File: src/rtl/output_port_tx.sv
// rtl/output_port_tx.sv - router output link transmitter: flit FIFO, per-VC on/off throttle, VC ownership tracking
// Optional protocol checker: define TX_PROTOCOL_CHECK_EN to add the sticky err_o output.
module output_port_tx #(
    parameter int VC_NUM         = 2,
    parameter int FLIT_DATA_W    = 32,
    parameter int TX_BUFFER_SIZE = 4,
    localparam int VC_W          = (VC_NUM > 1) ? $clog2(VC_NUM) : 1
) (
    input  logic                   clk,
    input  logic                   rst,
    input  logic                   valid_i,
    input  logic                   head_i,
    input  logic                   tail_i,
    input  logic [VC_W-1:0]        vc_id_i,
    input  logic [FLIT_DATA_W-1:0] data_i,
    output logic                   ready_o,
    input  logic [VC_NUM-1:0]      vc_reserve_i,
    input  logic [VC_NUM-1:0]      on_off_i,
    input  logic [VC_NUM-1:0]      vc_allocatable_i,
    output logic                   valid_flit_o,
    output logic                   head_o,
    output logic                   tail_o,
    output logic [VC_W-1:0]        vc_id_o,
    output logic [FLIT_DATA_W-1:0] data_o,
    output logic [VC_NUM-1:0]      vc_available_o,
    output logic [VC_NUM-1:0]      on_off_o
`ifdef TX_PROTOCOL_CHECK_EN
    ,
    output logic                   err_o
`endif
);

    localparam int PTR_W = $clog2(TX_BUFFER_SIZE);
    localparam int CNT_W = PTR_W + 1;

    typedef enum logic [1:0] {
        ST_IDLE     = 2'd0,
        ST_RESERVED = 2'd1,
        ST_ACTIVE   = 2'd2
    } vc_state_t;

    logic [FLIT_DATA_W-1:0] buf_data [TX_BUFFER_SIZE];
    logic                   buf_head [TX_BUFFER_SIZE];
    logic                   buf_tail [TX_BUFFER_SIZE];
    logic [VC_W-1:0]        buf_vc   [TX_BUFFER_SIZE];

    logic [PTR_W-1:0]  wr_ptr;
    logic [PTR_W-1:0]  rd_ptr;
    logic [CNT_W-1:0]  count;
    logic [VC_NUM-1:0] on_off_q;
    logic [VC_NUM-1:0] alloc_q;
    vc_state_t         vc_state [VC_NUM];

    logic              full;
    logic              push;
    logic              pop;
    logic              pop_tail;
    logic [VC_W-1:0]   pop_vc;
    logic [VC_NUM-1:0] push_vc;
    logic [VC_NUM-1:0] head_push_vc;
    logic [VC_NUM-1:0] tail_pop_vc;

    // Pointers wrap naturally because the depth is a power of two.
    assign full     = (count == CNT_W'(TX_BUFFER_SIZE));
    assign ready_o  = !full;
    assign push     = valid_i && !full;
    assign pop_tail = buf_tail[rd_ptr];
    assign pop_vc   = buf_vc[rd_ptr];
    // Strictly in-order: a blocked head entry stalls every VC behind it.
    assign pop      = (count != '0) && on_off_q[pop_vc];
    assign on_off_o = on_off_q;

    // Decode push/pop events per VC for the ownership FSMs.
    always_comb begin
        push_vc      = '0;
        head_push_vc = '0;
        tail_pop_vc  = '0;
        for (int v = 0; v < VC_NUM; v++) begin
            push_vc[v]      = push && (vc_id_i == VC_W'(v));
            head_push_vc[v] = push_vc[v] && head_i && !tail_i;
            tail_pop_vc[v]  = pop && pop_tail && (pop_vc == VC_W'(v));
        end
    end

    // FIFO storage, pointers and occupancy.
    always_ff @(posedge clk) begin
        if (rst) begin
            wr_ptr <= '0;
            rd_ptr <= '0;
            count  <= '0;
        end else begin
            if (push) begin
                buf_data[wr_ptr] <= data_i;
                buf_head[wr_ptr] <= head_i;
                buf_tail[wr_ptr] <= tail_i;
                buf_vc[wr_ptr]   <= vc_id_i;
                wr_ptr           <= wr_ptr + 1'b1;
            end
            if (pop) begin
                rd_ptr <= rd_ptr + 1'b1;
            end
            case ({push, pop})
                2'b10:   count <= count + 1'b1;
                2'b01:   count <= count - 1'b1;
                default: count <= count;
            endcase
        end
    end

    // Link output registers; payload fields hold when nothing is sent.
    always_ff @(posedge clk) begin
        if (rst) begin
            valid_flit_o <= 1'b0;
            head_o       <= 1'b0;
            tail_o       <= 1'b0;
            vc_id_o      <= '0;
            data_o       <= '0;
        end else begin
            valid_flit_o <= pop;
            if (pop) begin
                head_o  <= buf_head[rd_ptr];
                tail_o  <= buf_tail[rd_ptr];
                vc_id_o <= buf_vc[rd_ptr];
                data_o  <= buf_data[rd_ptr];
            end
        end
    end

    // Downstream feedback sampled every cycle; reset assumes everything open.
    always_ff @(posedge clk) begin
        if (rst) begin
            on_off_q <= '1;
            alloc_q  <= '1;
        end else begin
            on_off_q <= on_off_i;
            alloc_q  <= vc_allocatable_i;
        end
    end

    // Per-VC ownership FSM; a tail pop releases first so a same-cycle reserve re-claims the VC.
    always_ff @(posedge clk) begin
        for (int v = 0; v < VC_NUM; v++) begin
            if (rst) begin
                vc_state[v] <= ST_IDLE;
            end else begin
                case (vc_state[v])
                    ST_IDLE: begin
                        if (vc_reserve_i[v]) vc_state[v] <= ST_RESERVED;
                    end
                    ST_RESERVED: begin
                        if (tail_pop_vc[v])
                            vc_state[v] <= vc_reserve_i[v] ? ST_RESERVED : ST_IDLE;
                        else if (head_push_vc[v])
                            vc_state[v] <= ST_ACTIVE;
                    end
                    ST_ACTIVE: begin
                        if (tail_pop_vc[v])
                            vc_state[v] <= vc_reserve_i[v] ? ST_RESERVED : ST_IDLE;
                    end
                    default: vc_state[v] <= ST_IDLE;
                endcase
            end
        end
    end

    // A VC is offered to the local allocator only when unowned and open downstream.
    always_comb begin
        vc_available_o = '0;
        for (int v = 0; v < VC_NUM; v++) begin
            vc_available_o[v] = (vc_state[v] == ST_IDLE) && alloc_q[v];
        end
    end

`ifdef TX_PROTOCOL_CHECK_EN
    logic proto_err;

    // Flag upstream protocol violations; a VC releasing this cycle counts as idle for reserve.
    always_comb begin
        proto_err = valid_i && full;
        if ((vc_reserve_i & (vc_reserve_i - VC_NUM'(1))) != '0) proto_err = 1'b1;
        for (int v = 0; v < VC_NUM; v++) begin
            if (vc_reserve_i[v] && (vc_state[v] != ST_IDLE) && !tail_pop_vc[v]) proto_err = 1'b1;
            if (push_vc[v]) begin
                if (vc_state[v] == ST_IDLE) proto_err = 1'b1;
                if (head_i && (vc_state[v] == ST_ACTIVE)) proto_err = 1'b1;
                if (!head_i && (vc_state[v] == ST_RESERVED)) proto_err = 1'b1;
            end
        end
    end

    // Sticky error flag, cleared only by reset.
    always_ff @(posedge clk) begin
        if (rst) err_o <= 1'b0;
        else if (proto_err) err_o <= 1'b1;
    end
`endif

endmodule

File: config.mk
export PLATFORM = sky130hd
export DESIGN_NAME = output_port_tx
export DESIGN_NICKNAME = d
export VERILOG_FILES = /design/src/rtl/output_port_tx.sv
export SDC_FILE = /design/constraint.sdc
export NUM_CORES = 1
export LEC_CHECK = 0
export CAP_MARGIN = 20
export CORE_MARGIN = 5
export CORE_UTILIZATION = 55
export DETAILED_ROUTE_END_ITERATION = 12
export PLACE_DENSITY = 0.84
export SYNTH_ARGS = -nofsm -noshare
export SYNTH_HDL_FRONTEND = slang
export SYNTH_SLANG_ARGS = --single-unit
File: constraint.sdc
create_clock -name clk -period 3 [get_ports clk]
set_input_delay 0.3 -clock clk [delete_from_list [all_inputs] [get_ports clk]]
set_output_delay 0.3 -clock clk [all_outputs]
set_load 0.005 [all_outputs]
Word level (Yosys, flattened, before mapping) --
Memory sizes are Yosys's and may differ from the RTL's. A register that Yosys moved wholly into a read port is not among the register bits. Index checks and enable logic that the tools add are counted.
Cells by class: add/subtract/negate cells 4, mux-type cells 62, bitwise logic cells 12, eq/ne operators 7, reduce and logical (&&, ||, !) cells 21, magnitude comparators 1
Operators with widths (count):
- 1-bit two-way mux | 47
- 2-bit two-way mux | 14
- 1-bit logical AND | 13
- 1-bit bitwise OR | 10
- 2-bit by 1-bit equality test with 1-bit output, second input constant | 3
- 2-bit equality test, second input constant | 3
- 3-bit case mux with 2 select lines | 1
- 3-bit OR reduction | 2
- 2-bit by 1-bit adder with 2-bit output, second input constant | 2
- 2-bit logical NOT | 2
- 3-bit by 1-bit adder with 3-bit output, second input constant | 1
- 3-bit equality test, second input constant | 1
- 3-bit nonzero test | 1
- 3-bit by 1-bit subtractor with 3-bit output, second input constant | 1
- 1-bit logical NOT | 2
- 1-bit by 2-bit less-than comparator with 1-bit output, second input constant | 1
- 1-bit inverter | 2
- 2-bit nonzero test | 1
Word-level totals: register bits after elaboration 14, output and inout port bits 41, logic and storage cells 120, memory bits (writable) 144, memories kept 5
Memory list:
- buf_data | depth 4, bits a word 32, read ports 1, clocked after memory_dff 1, write ports 1, line 42 | logic [FLIT_DATA_W-1:0] buf_data [TX_BUFFER_SIZE];
- buf_head | depth 4, bits a word 1, read ports 1, clocked after memory_dff 1, write ports 1, line 43 | logic buf_head [TX_BUFFER_SIZE];
- buf_tail | depth 4, bits a word 1, read ports 1, clocked after memory_dff 1, write ports 1, line 44 | logic buf_tail [TX_BUFFER_SIZE];
- buf_vc | depth 4, bits a word 1, read ports 1, clocked after memory_dff 1, write ports 1, line 45 | logic [VC_W-1:0] buf_vc [TX_BUFFER_SIZE];
- vc_state | depth 2, bits a word 2, read ports 2, clocked after memory_dff 0, write ports 2, line 52 | vc_state_t vc_state [VC_NUM];

Longest topological paths before layout --
depth after elaboration 14, mapped depth 10, mapped depth without buffers 9

Worst setup path after synthesis --
No wires, ideal clock.
kind reg2reg, start point reg (tool-made name), end point reg count[2], arrival 2.515 ns, slack 0.414 ns, clock period less this slack 2.586 ns, stages on the path, launching flop included 11, path buffers 1, library setup time 0.070 ns, path through dfxtp_1 -> mux4_2 -> mux2i_2 -> buf_4 -> nor2_1 -> ha_1 -> inv_1 -> fa_1 -> xor2_1 -> or3_1 -> a21oi_1
RTL lines:
- to (signal assigned) | line 103 | 2'b10: count <= count + 1'b1;
- to (signal assigned) | line 104 | 2'b01: count <= count - 1'b1;
- to (signal assigned) | line 105 | default: count <= count;
- to (decl) | line 49 | logic [CNT_W-1:0] count;

==> summary.txt <==
Global routing
  • Vias in the first global route: around 4.5k
  • Largest net degree at the start of global routing: 40
  • GRT Util Overall: between 10% and 20%
  • Initial antenna violation count: 0
  • Global-route wire length before repair: about 23000 um
  • Grt total ovfl: 0

Synth
  • Yosys warnings: 0
  • Number of flops mapped to enable cells by yosys: between 100 and 150
  • Synth Flop Type: edfxtp_1
  • Dominant cell by count in the synthesized netlist: edfxtp_1
  • Synth Cell Area: approximately 7300 sq um
  • Synth Area per Inst: between 15 and 20 sq um
  • Distinct cell type count after synthesis: 40
  • Register area share after synthesis: about 73%
  • Synth top cells by count: edfxtp_1, dfxtp_1, a21oi_1
  • Syn Nets: about 490
  • Synth Register Bits: about 190
  • Post-synthesis cell count: 441
  • Yosys top cell area share: between 50% and 60%
  • Post-synth top area cell: edfxtp_1
  • Top cells by area, synth: edfxtp_1, dfxtp_1, mux4_2
  • FFs w/ async S/R, synth: 0%

Placement
  • DP Worst Slack: about 0.41 ns
  • RePlAce Congestion: between 0.7 and 0.8
  • DP HPWL: between 8000 and 9000 um
  • I/O Buffers: between 80 and 90

Critical path
  • R2R setup slack: about 0.37 ns
  • Worst path slowest cell: mux4_2
  • FF-to-FF End: count[2]
  • Crit path DAT: approximately 3.0 ns
  • Setup CP Type: flip-flop to flip-flop
  • Worst Setup Start Kind: flip-flop
  • Crit path capture type: flip-flop
  • Crit path max-delay family: multiplexers
  • CP Max Fanout: 5
  • WP buf/inv: 1
  • Worst R2R Path Depth: 9
  • Worst stage delay on the critical path: about 0.6 ns
  • Worst path required time: about 3.4 ns
  • Crit-path cells: mux4_2, mux2i_4, nor2_1, ha_1, inv_1, fa_1, xor2_1, or3_1, a21oi_1

Floorplan
  • Initial Utilization: a little under three fifths
  • Die height: between 100 and 150 um
  • Top Ports: between 80 and 90
  • Core area: around 13000 sq um
  • Row count: between 40 and 50
  • Die width: 125 um
  • Full die area: 15600 sq um

Final layout
  • Layout cell share with drive strength beyond 1: between 10% and 20%
  • Fill cells: ~880
  • Area Growth Syn to Fin: 21.3%
  • NumNets Final: 575
  • Number of antenna diodes: 0

Timing
  • Final Max Slew Viols: 0
  • Relative slew slack: about two fifths
  • Tcrit/Tclk final: 87.7%
  • Setup WS post-layout: 0.370 ns
  • FMAX: between 300 and 400 MHz
  • RSZ-0062 raised after global routing: false
  • Setup TNS: 0 ns
  • Hold Violations, Final: 0
  • Final min period: about 2.6 ns
  • Worst-margin pin slew: about 0.9 ns
  • Final setup violating endpoints: 0
  • Layout Skew: between 0.007 and 0.008 ns

Detailed routing
  • Detailed Route Iter0 Violations: a little under 400
  • Met3 WL post-DR: 859 um
  • Final wirelength: 14500 um
  • Top Layer Used: met4
  • Antenna Nets Post-Route: 0
  • Met2 wire len: between 7000 and 8000 um
  • Remaining DRCs: 0
  • Metal1 wirelength: 5840 um
  • Drt pass-1 iters: 7
  • Vias per cell: 5.88
  • DR vias: 4195
  • DR WL/cell: just over 20 um

Clock tree
  • Post-cts sizing count: 0
  • CTS sink count: a little under 200
  • Skew-Pair Late Insertion Delay: about 0.43 ns
  • CTS tree: yes
  • H-Tree Depth: 4
  • Clock root buffer: clkbuf_16
  • Clk buf depth: 2
  • Worst-path clk slew: about 0.06 ns
  • Post CTS Setup Buffer Count: 0
  • CTS buffer count: 17
  • CTS Hold Buffers Added: 0

Run status
  • Outcome: finished, final reports clean

Worst hold path
  • WHS Path Cells: 2
  • Hold Startpoint: rst
  • Hold endpoint: count[0]
  • Hold Crit Class: input pin to flip-flop

Power
  • P_leak: between 2 and 3 nW
  • PwrDens: approximately 850 nW/um^2
  • IR drop worst, VDD: about 0.52 mV

Flow run
  • Maxcap violations: 0
==> cell usage in the layout, fill, tap and decap left out, drive strengths merged, types with 2 or more instances in the layout <==
cell / count
or3: 4
dfxtp: 49
nand2: 5
nor4b: 2
nor3b: 5
clkbuf: 24
inv: 5
buf: 12
nor2: 12
nand4b: 2
nor3: 3
clkinv: 7
clkdlybuf4s50: 83
xor2: 2
and2: 5
edfxtp: 144
or2: 4
o21ai: 37
mux4: 35
nand3: 35
ha: 5
a21oi: 41
==> where the power goes <==
part / leakage (nW) / internal, mW / switching, mW
clock network: 0.244 / 1.07 / 0.882
registers: 1.72 / 3.28 / 0.297
logic: 0.875 / 1.04 / 0.985
total: 2.84 / 5.39 / 2.16
==> flip-flops by register name, indices dropped and copies added, names as in the netlist, 2 cells and up, named ones only <==
name,flops
buf_tail,4
rd_ptr,2
buf_data,128
buf_head,4
data_o,32
alloc_q,2
on_off_o,2
vc_state,4
buf_vc,4
wr_ptr,2
count,3
==> how the worst max path moves through the flow <==
| stage | start | end | slack [ns] | depth (start not counted) |
|---|---|---|---|---|
| 2_1_floorplan | flip-flop | count[2] | 0.41 | 10 |
| 3_3_place_gp | flip-flop | count[2] | 0.48 | 9 |
| 3_5_place_dp | flip-flop | count[2] | 0.41 | 9 |
| 4_1_cts | flip-flop | count[2] | 0.37 | 9 |
| 5_1_grt | flip-flop | count[2] | 0.24 | 9 |
| 6_report | flip-flop | count[2] | 0.37 | 9 |
==> per-stage QoR <==
step	cell area (sq um)	cells	power (mW)	util (%)	hold WS, ns
global route	8830	714	7.93	67.2	0.446
global placement	8330	682	5.54	63.4	0.465
finish	8830	714	7.55	67.2	0.420
detailed placement	8330	682	5.65	63.4	0.469
floorplan	7280	441	4.70	-	0.399
CTS	8830	714	7.58	67.2	0.392
==> routing by layer <==
layer,up-vias,global-route usage (%)
li1,1898,-
met1,2134,23.5
met2,142,32.3
met3,21,5.50
met4,0,7.53
met5,-,0
==> worst register-to-register path: stages (launching register included) <==
cell	delay (ns)
dfxtp_1	0.38
mux4_2	0.60
mux2i_4	0.22
nor2_1	0.10
ha_1	0.20
inv_1	0.06
fa_1	0.38
xor2_1	0.16
or3_1	0.32
a21oi_1	0.14
==> final cells by class <==
class | count | area (sq um) | area share (%)
well taps | 176 | 220 | 2.49
repair buffers | 95 | 943 | 10.7
clock inverters | 8 | 38.8 | 0.439
clock buffers | 24 | 462 | 5.23
multi-input cells | 213 | 1840 | 20.9
inverters | 5 | 18.8 | 0.212
flip-flops and latches | 193 | 5310 | 60.1
==> cells by family after synthesis <==
logic type / Yosys count / synth area share (%)
flip-flops: 193 / 72.9
AND/OR/NAND/NOR: 85 / 6.55
AO/OA/AOI/OAI: 81 / 5.69
multiplexers: 37 / 11.2
buffers and inverters: 35 / 2.11
adder cells (fa/ha/maj): 7 / 1.27
XOR/XNOR: 3 / 0.361
No activity file was read; power rests on OpenSTA's default activity.
==> variant 1 (config.mk and constraints unchanged) <==
The parameter `FLIT_DATA_W` goes from 32 to 24.
--- a/src/rtl/output_port_tx.sv
+++ b/src/rtl/output_port_tx.sv
@@ -4,3 +4,3 @@
     parameter int VC_NUM         = 2,
-    parameter int FLIT_DATA_W    = 32,
+    parameter int FLIT_DATA_W    = 24,
     parameter int TX_BUFFER_SIZE = 4,
Interface: changed (resized data_i and data_o); port bits go from 85 to 69. No check against the original RTL was run, so the function may have changed too.
==> variant 1 against the unedited design <==
- clock power up 5%
- sequential power is 22% lower
- synthesized area decreased by 20%
- synthesized cell count shrank 18%
- first-iteration DRC count decreased by 34%
- sequential cell count down 40
- design area shrank 18%
- routed wire length decreased by 17%
- power fell by 14%
- setup slack gained 96 ps
==> variant 1: results (changes against the unedited design) <==
Run status
  • Status: complete, no violations

Worst setup path
  • R2R setup slack: 470 ps (+100 ps)

Drt
  • Wire length per cell: 20.46 um (+1.1%)
  • Vias per cell: 5.773 (-1.7%)
  • Iteration count of the initial detailed-routing pass: 4 (-3)
  • Initial DRC Count: 261 (-34%)

Synth
  • Top post-synthesis cells by area: edfxtp_1 (58%), dfxtp_1 (14%), mux4_2 (10%), a21oi_1 (2.8%), o21ai_0 (2.4%)
  • Synth cell count leaders: edfxtp_1 (112), dfxtp_1 (41), a21oi_1 (33), o21ai_0 (28), nand3_1 (27)
  • Gate Count Post-Synth: 362 (-18%)
  • Yosys warning count: 0 (unchanged)
  • Post-synthesis sequential area ratio: 71.81% (-1.0 points)
  • Primary FF master, synth: edfxtp_1
  • Number of synthesized flops with an enable pin: 112 (-22%)

Clocking
  • Root buffer cell: clkbuf_8
  • Clk_lat worst skew: 520 ps (+90 ps)
  • Post-CTS setup buffer count: 0 (unchanged)

Timing
  • Worst Skew: 7.966 ps (+0.9610 ps)
  • Worst-margin pin slew: 892.2 ps (-10.72 ps)
  • Hold_ws: 335.6 ps (-84.64 ps)

Worst hold path
  • Hold Crit Endpoint: alloc_q[0]
  • Depth of the worst hold-timing path: 2 (unchanged)
  • Hold_sp: vc_allocatable_i[0]

Finish
  • Filler instances: 650 (-26%)
  • Layout Cells excl Fill: 585 (-18%)
  • Final #Nets: 478 (-17%)
  • Share of layout cells above drive strength 1: 17.15% (+1.3 points)
  • Antenna Cells: 0 (unchanged)

Placement
  • Port Buffers: 68 (-19%)
  • Dpl cell area: 6656 um2 (-20%)
  • GP Congestion: 0.7578 (about the same)
  • Placed Cells incl. Taps: 553 (-19%)

Global route
  • First-pass GRT wire length: 19480 um (-16%)
  • Pin count of the biggest net entering global routing: 51 (+28%)
  • Vias in the first global route: 3677 (-18%)
  • GRT Total Usage: 20.23% (+1.1 points)

Pwr
  • Maximum vdd drop: 733.8 uV (+41%)
## variant 1: power breakdown
part | internal, W | switching, W
clock network | 0.00124 | 0.000809
logic | 0.000843 | 0.000828
registers | 0.00261 | 0.000203
## variant 1: through the flow
| step | utilization (%) | setup WS, ps |
|---|---|---|
| after floorplan | - | 434.4 |
| after global placement | 64.48 | 547.5 |
| after detailed placement | 64.48 | 474.2 |
| after CTS | 70.17 | 458.6 |
| after global routing | 70.17 | 312.4 |
| final | 70.17 | 465.8 |
## variant 1: metal layers
metal	vias to the layer above	track usage, %	part of all wire, %
met5	-	0	0
met3	23	5.775	7.1
met4	0	7.452	2.0
li1	1557	-	-
met2	121	35.27	53
met1	1676	23.92	38
## variant 1: worst max-delay path: stages (launching register included)
cell and delay [ps]:
dfxtp_1 360, mux4_2 580, mux2i_2 180, nor2_1 110
ha_1 190, inv_1 60, fa_1 370, xor2_1 160
or3_1 310, a21oi_1 140
## variant 1: cell families (layout without fill, tap and decap cells)
| group | count (synthesis) | count (layout) | share of synthesized area [%] |
|---|---|---|---|
| AO/OA/AOI/OAI | 65 | 65 | 5.733 |
| XOR/XNOR | 3 | 3 | 0.4510 |
| adder cells (fa/ha/maj) | 7 | 7 | 1.589 |
| buffers and inverters | 28 | 115 | 1.997 |
| flip-flops | 153 | 153 | 71.81 |
| multiplexers | 29 | 29 | 10.93 |
| AND/OR/NAND/NOR | 77 | 77 | 7.494 |
## variant 1: worst max path at each step
stage | start | endpoint | slack, ps
after global routing | register | count[2] | 310
after CTS | register | count[2] | 460
after detailed placement | register | count[2] | 470
final | register | count[2] | 470
after global placement | register | count[2] | 550
after floorplan | register | count[2] | 430
## variant 1: final cells by class
type / count / area, um2 / area share, %
Timing Repair Buffer: 78 / 750.7 / 10.36
Clock buffer: 24 / 535.5 / 7.392
Inverter: 5 / 18.77 / 0.2591
Sequential cell: 153 / 4185 / 57.77
Multi-Input combinational cell: 181 / 1531 / 21.14
Clock inverter: 8 / 52.55 / 0.7254
Tap cell: 136 / 170.2 / 2.349
==> variant 2 (same flow settings) <==
Made on the original files. Build with the macro `TX_PROTOCOL_CHECK_EN` defined.
--- a/src/rtl/output_port_tx.sv
+++ b/src/rtl/output_port_tx.sv
@@ -2,2 +2,4 @@
 // Optional protocol checker: define TX_PROTOCOL_CHECK_EN to add the sticky err_o output.
+`define TX_PROTOCOL_CHECK_EN
+
 module output_port_tx #(
Behaviour (old outputs only; new: err_o): unchanged (Yosys induction, for registers that start in step).
==> variant 2 against the unedited design <==
- hold slack lost 160 ps
- power grew 6.8%
- routed wire length grew 9.8%
- sequential cell count grew 1
- count of clock-buffer cells in the layout shrank 6
- via count grew 3.3%
- design area grew 2.7%
- critical path type unchanged
- synthesized area grew 0.96%
- non-clock buffer count grew 2
- setup slack gained 4.8 ps
==> variant 2: results (changes against the unedited design) <==
Synth
  • Adder-Cell Fraction of Synth Area: 1.259% (-0.012 points)
  • Distinct cell type count after synthesis: 39 (-2.5%)
  • Top post-synthesis cells by area: edfxtp_1 (59%), dfxtp_1 (14%), mux4_2 (11%), a21oi_1 (2.9%), nand3_1 (2.4%)
  • Synth top area share: 58.82% (-0.57 points)
  • Synth cell count leaders: edfxtp_1 (144), dfxtp_1 (50), a21oi_1 (43), mux4_2 (35), nand3_1 (35)
  • Post-Synth XOR/XNOR Area: 0.4765% (+0.12 points)
  • Synth Area in Compound Gates: 6.161% (+0.47 points)
  • Post-synthesis sequential area ratio: 72.43% (-0.42 points)
  • Mux contribution to synthesized area: 11.42% (+0.25 points)

Run status
  • Status: complete, no violations

Global route
  • GRT Total Usage: 20.75% (+1.6 points)
  • Vias in the first global route: 4573 (+2.4%)
  • First-pass GRT wire length: 24850 um (+6.9%)

Timing
  • Slew headroom: 37.35% (-2.4 points)
  • Worst Skew: 15.29 ps (+8.281 ps)

Drt
  • Vias per cell: 5.968 (+1.6%)
  • Wire length per cell: 21.86 um (+8.0%)
  • Iteration count of the initial detailed-routing pass: 5 (-2)
  • Initial DRC Count: 346 (-12%)

Finish
  • Share of layout cells above drive strength 1: 16.55% (+0.75 points)
  • Filler instances: 847 (-3.4%)
  • Multi-input logic area: 1887 um2 (+2.4%)
  • Final #Nets: 587 (+2.1%)

Placement
  • Worst slack, placed: 375.0 ps (-38.90 ps)
  • Port Buffers: 85 (+1.2%)
  • Dpl cell area: 8451 um2 (+1.4%)
  • Post-DP HPWL: 9436 um (+9.0%)
  • GP Congestion: 0.7787 (+2.8%)

Worst setup path
  • CP arrival: 2990 ps (about the same)
  • Crit Path Max Fanout: 6 (+1)

Pwr
  • Maximum vdd drop: 662.8 uV (+27%)

Clocking
  • CTS resizes: 0 (unchanged)
[variant 2: cell count changes after synthesis, sizes merged, moves of 2 or more]
cell,before,now
nand3b,1,4
a21oi,41,43
nor4b,2,0
nand2,5,7
inv,5,8
nand4b,2,0
[variant 2: cell families after synthesis]
group                      Yosys count
buffers and inverters               37
and+or+nand+nor                     83
DFF                                194
xor gates and xnor gates             4
adders and majority gates            7
muxes                               38
AOI/OAI and AO/OA                   87
[variant 2: path summary, 6_finish.rpt]
check	from	end	slack [ps]	cells past startpoint
setup / recovery	register	count[2]	370	9
hold / removal	rst	count[1]	260	2
setup reg to reg	register	count[2]	370	9
hold reg to reg	data_o[20]	data_o[20]	490	2
[variant 2: power breakdown]
group          internal (W)  switching (W)
clock               0.00139       0.000957
sequential          0.00329       0.000317
combinational       0.00106        0.00104
[variant 2: worst max-delay path, cell delays in order (launching register included)]
cell     delay [ps]
dfxtp_1         370
mux4_2          610
mux2i_4         220
nor2_1          100
ha_1            180
inv_1            60
fa_1            380
xor2_1          170
or3_1           310
a21oi_1         140
[variant 2: metal layers]
| metal | GRT usage, % | vias up | wire, um |
|---|---|---|---|
| met5 | 0 | - | 0 |
| met4 | 7.015 | 0 | 296 |
| met3 | 5.927 | 27 | 924 |
| met2 | 35.90 | 172 | 8352 |
| met1 | 25.21 | 2204 | 6296 |
| li1 | - | 1930 | - |
[variant 2: cell type report]
type	count	share of cell area [%]
clock buffers	18	4.733
clock inverters	14	2.070
inverters	8	0.3312
multi-input cells	219	20.81
flip-flops and latches	194	58.76
well taps	176	2.429
repair buffers	97	10.87
[variant 2: per-stage QoR]
step                power, W  hold slack [ps]  instances
global route        0.008428            265.4        726
finish              0.008064            261.0        726
CTS                 0.008109            247.7        726
floorplan           0.004752            398.9        450
detailed placement  0.005742            468.2        694
global placement    0.005625            464.5        694
